--- config.mk ---
export PLATFORM = sky130hd
export DESIGN_NAME = serial_subtractor
export DESIGN_NICKNAME = d
export VERILOG_FILES = /design/src/rtl/serial_subtractor.sv
export SDC_FILE = /design/constraint.sdc
export NUM_CORES = 1
export LEC_CHECK = 0
export CORE_ASPECT_RATIO = 0.75
export CORE_MARGIN = 2
export CORE_UTILIZATION = 50
export CTS_CLUSTER_DIAMETER = 120
export CTS_CLUSTER_SIZE = 14
export DETAILED_ROUTE_END_ITERATION = 10
export GPL_TIMING_DRIVEN = 0
export PLACE_DENSITY_LB_ADDON = 0.05
export SKIP_CTS_REPAIR_TIMING = 1
export SLEW_MARGIN = 25
export SYNTH_ARGS = -nofsm -noshare
export SYNTH_HDL_FRONTEND = slang
export SYNTH_SLANG_ARGS = --single-unit
--- constraint.sdc ---
create_clock -name in_clk -period 2 [get_ports in_clk]
set_clock_uncertainty 0.2 [all_clocks]
set_input_delay 0.4 -clock in_clk [delete_from_list [all_inputs] [get_ports in_clk]]
set_output_delay 0.4 -clock in_clk [all_outputs]
set_load 0.02 [all_outputs]
--- src/rtl/serial_subtractor.sv ---
// Bit-serial N-bit subtractor: A - B - borrow_in, one bit per clock, LSB first,
// built from a single full-subtractor cell and a borrow flip-flop.

module full_subtractor (
  input  logic a,
  input  logic b,
  input  logic bin,
  output logic d,
  output logic bout
);
  assign d    = a ^ b ^ bin;
  assign bout = (~a & b) | (~(a ^ b) & bin);
endmodule

module serial_subtractor #(
  parameter int WIDTH = 8  // legal range 2..32
) (
  input  logic             in_clk,
  input  logic             in_rst_n,
  input  logic             in_start,
  input  logic [WIDTH-1:0] in_a,
  input  logic [WIDTH-1:0] in_b,
  input  logic             in_bin,
  output logic [WIDTH-1:0] out_diff,
  output logic             out_bout,
  output logic             out_busy,
  output logic             out_done
);
  localparam int CW = $clog2(WIDTH) + 1;

  typedef enum logic [1:0] {IDLE, SHIFT, DONE} state_t;

  state_t           state;
  logic [WIDTH-1:0] a_sr, b_sr, r_sr;
  logic             br;
  logic [CW-1:0]    cnt;
  logic             d, nb;
  logic [WIDTH-1:0] r_next;

  full_subtractor u_fs (
    .a   (a_sr[0]),
    .b   (b_sr[0]),
    .bin (br),
    .d   (d),
    .bout(nb)
  );

  // Result bits enter at the MSB so the LSB lands at bit 0 after WIDTH shifts.
  assign r_next = {d, r_sr[WIDTH-1:1]};

  always_ff @(posedge in_clk) begin
    if (!in_rst_n) begin
      state    <= IDLE;
      a_sr     <= '0;
      b_sr     <= '0;
      r_sr     <= '0;
      br       <= 1'b0;
      cnt      <= '0;
      out_diff <= '0;
      out_bout <= 1'b0;
      out_busy <= 1'b0;
      out_done <= 1'b0;
    end else begin
      case (state)
        IDLE, DONE: begin
          out_done <= 1'b0;
          if (in_start) begin
            a_sr     <= in_a;
            b_sr     <= in_b;
            br       <= in_bin;
            cnt      <= '0;
            out_busy <= 1'b1;
            state    <= SHIFT;
          end else begin
            state <= IDLE;
          end
        end
        SHIFT: begin
          r_sr <= r_next;
          a_sr <= a_sr >> 1;
          b_sr <= b_sr >> 1;
          br   <= nb;
          cnt  <= cnt + CW'(1);
          if (cnt == CW'(WIDTH - 1)) begin
            out_diff <= r_next;
            out_bout <= nb;
            out_busy <= 1'b0;
            out_done <= 1'b1;
            state    <= DONE;
          end
        end
        default: state <= IDLE;
      endcase
    end
  end
endmodule

==> metrics.yaml, run 1 <==
outcome:
  outcome: "completed"
power_and_ir_drop:
  p_leak_nw: 0.7338
  p_int_w: 0.001218
  powerDensity_mw_per_mm2: 785.4
  worst_ir_drop_vdd_mv: 0.5041
  p_sw_w: 0.0004110
  comb_power_share_pct: 12.9
  pwr-share-seq_pct: 53.2
  swShare_pct: 25.23
  clock_power_share_pct: 33.9
synth:
  async_flop_share_pct: 0
  synth_top_family_by_area: "compound AO/OA/AOI/OAI gates"
  yosys.area_share.simple_pct: 17.01
  postSynthCellCount: 188
  synth_top_area_share_pct: 50.04
  synth-xor-area-share_pct: 0
  synth_fa_ha_area_share_pct: 1.983
  yosys_most_used_dff: "dfxtp_1"
  synth_area_leaders: "dfxtp_1 50%, a21oi_1 12%, nand3_1 8.5%, a22oi_1 6.4%, nand2_1 4.3%"
  synth_area_sq_mm: 0.001640
  yosysSeqAreaShare_pct: 50.04
  yosysTopAreaCell: "dfxtp_1"
  syn-num-nets: 210
  synthMuxAreaShare_pct: 1.526
  syn_avg_cell_area_sq_um: 8.725
  yosysUniqueCellTypes: 24
  synth_compound_area_share_pct: 22.88
  synth_edf_count: 0
  ys_warn_count: 0
  yosys_register_bits: 41
die:
  core_area_sq_mm: 0.003042
  die_x_um: 70.14
  die_y_um: 53.61
  die_area_sq_mm: 0.003760
  rows: 17
  start_util_pct: 53.93
  pin_count: 31
setup_path:
  worst_setup_path_end_kind: "primary output"
  path_buf_inv: 1
  worst-path-max-fanout: 2
  crit_slowest_cell: "clkdlybuf4s50_1"
  cp_slowest_stage_delay_ps: 600
  critical_path_class: "reg -> out"
  path_cells: "clkdlybuf4s50_1"
  crit_arrival_ps: 1250
  critical-path-top-delay-family: "buffers and inverters"
  start_kind: "register"
  critPathRequiredTime_ps: 1400
global_route:
  grt_pass1_wl_um: 6644
  grt_max_degree: 12
  antenna_found_initial: 0
  overflow: 0
  grt_usage_pct: 23.51
  grt_pass1_vias: 1387
placed_design:
  gp_congestion: 0.8244
  dp_slack_ps: -44.23
  dp.cells: 256
  dp_hpwl_um: 2668
  port_buffers: 30
cts:
  cts_tree: "yes"
  ctsLongestPathBuffers: 2
  clock-sinks: 41
  htreeDepth: 2
  clk_latency_ps: 300
  cts-buffers-inserted: 5
  path_clk_slew_ps: 70
  cts_root_buffer: "clkbuf_8"
timing:
  period_share_pct: 92.39
  setup_ws_ps: 152.2
  maxSlewViolCount: 0
  setup_viol: 0
  worstMarginPinSlew_ps: 524.3
  timing.slew.headroom_pct: 65.04
  min_period_ps: 1848
  rsz0062_at_grt: "false"
  hold_violations: 0
  clock.fmax_mhz: 541.2
drt:
  final_antenna_net_count: 0
  dr_total_vias: 1498
  drc: 0
  route.detailed.wl_per_inst_um: 14.86
  first_iter_violations: 85
  via_per_inst: 5.696
  drt_wl_total_um: 3909
  first_pass_iters: 4
finish:
  antenna_cells: 0
  drive_gt1_share_pct: 9.333
  nets: 247
  fin_util_pct: 68.20
  syn_to_final_growth_pct: 26.47
  n_fill_cell: 248
  fin_cells: 263
hold_path:
  worstHoldPathType: "reg -> reg"
job:
  cap_violations: 0
## cell type report
type	instances	area, sq um	area share (%)
multi-input combinational	127	711.9	34.32
clock buffer	7	86.33	4.162
timing repair buffer	30	300.3	14.48
buffer	17	96.34	4.644
sequential	41	820.8	39.57
tap	38	47.55	2.292
inverter	3	11.26	0.5428
## cells by family after synthesis
kind of cell,Yosys count
adders and majority gates,2
muxes,2
AOI/OAI and AO/OA,65
DFF,41
buffers and inverters,20
and+or+nand+nor,58
## cells in the final DEF, fill, tap and decap left out
| master | instances |
|---|---|
| clkdlybuf4s50_1 | 30 |
| a2bb2oi_1 | 1 |
| nand2b_1 | 4 |
| buf_4 | 4 |
| nand3b_1 | 1 |
| nand4_1 | 1 |
| nand3_1 | 28 |
| a21oi_1 | 39 |
| a211oi_2 | 1 |
| inv_1 | 3 |
| ha_1 | 1 |
| mux2i_1 | 1 |
| fa_1 | 1 |
| buf_2 | 8 |
| clkbuf_1 | 5 |
| and3b_1 | 1 |
| a22oi_1 | 14 |
| clkbuf_8 | 6 |
| a311oi_1 | 1 |
| nor2b_1 | 2 |
| mux2_4 | 1 |
| buf_6 | 1 |
| dfxtp_1 | 41 |
| o21ai_0 | 9 |
| nor2_1 | 2 |
| nand2_1 | 19 |
## power by group through the flow
| stage | Combinational [W] | Clock [W] | Sequential, W |
|---|---|---|---|
| after floorplan | 0.000127 | 0 | 0.000883 |
| after global placement | 0.000204 | 0 | 0.000884 |
| after detailed placement | 0.000208 | 0 | 0.000886 |
| after CTS | 0.000210 | 0.000561 | 0.000867 |
| after global routing | 0.000232 | 0.000594 | 0.000871 |
| final | 0.000210 | 0.000552 | 0.000867 |
## worst paths after layout
path,endpoint,from,slack [ps],cells after the start
hold reg to reg,r_sr[1],r_sr[1],260,2
setup / recovery,out_bout,out_bout,150,1
setup reg to reg,out_diff[2],cnt[0],380,4
hold / removal,r_sr[1],r_sr[1],260,2
## metrics by stage
step	instance area [sq um]	power [W]	hold slack (ps)	setup TNS, ps
after global placement	1988	0.001088	242.8	0
after CTS	2074	0.001638	266.0	0
after floorplan	1640	0.001010	236.6	0
after detailed placement	1988	0.001095	255.5	-77.36
after global routing	2074	0.001697	293.3	0
final	2074	0.001629	264.9	0
## state kept, by name (all words and copies together), names as in the netlist
name / cells
out_diff: 8
cnt: 4
b_sr: 8
out_done: 1
br: 1
a_sr: 8
r_sr: 7
out_bout: 1
state: 2
out_busy: 1
## metal layers
metal,track usage (%),wire length (um)
met5,0,0
met4,7.692,70
met3,8.614,279
met2,36.35,1743
met1,31.08,1816
## cell usage after synthesis (3+ instances only)
cell       n
buf_2      8
buf_4      4
nand2_1   19
a21oi_1   39
nand3_1   28
dfxtp_1   41
nand2b_1   4
o21ai_0    9
a22oi_1   14
inv_1      3
clkbuf_1   4
(Power assumes the default switching activity.)
==> run 2: changes to the inputs <==
CAP_MARGIN = 0   (was not set)
==> results of run 2 <==
Same layout as run 1: the final DEF is identical, and so are final timing and power.
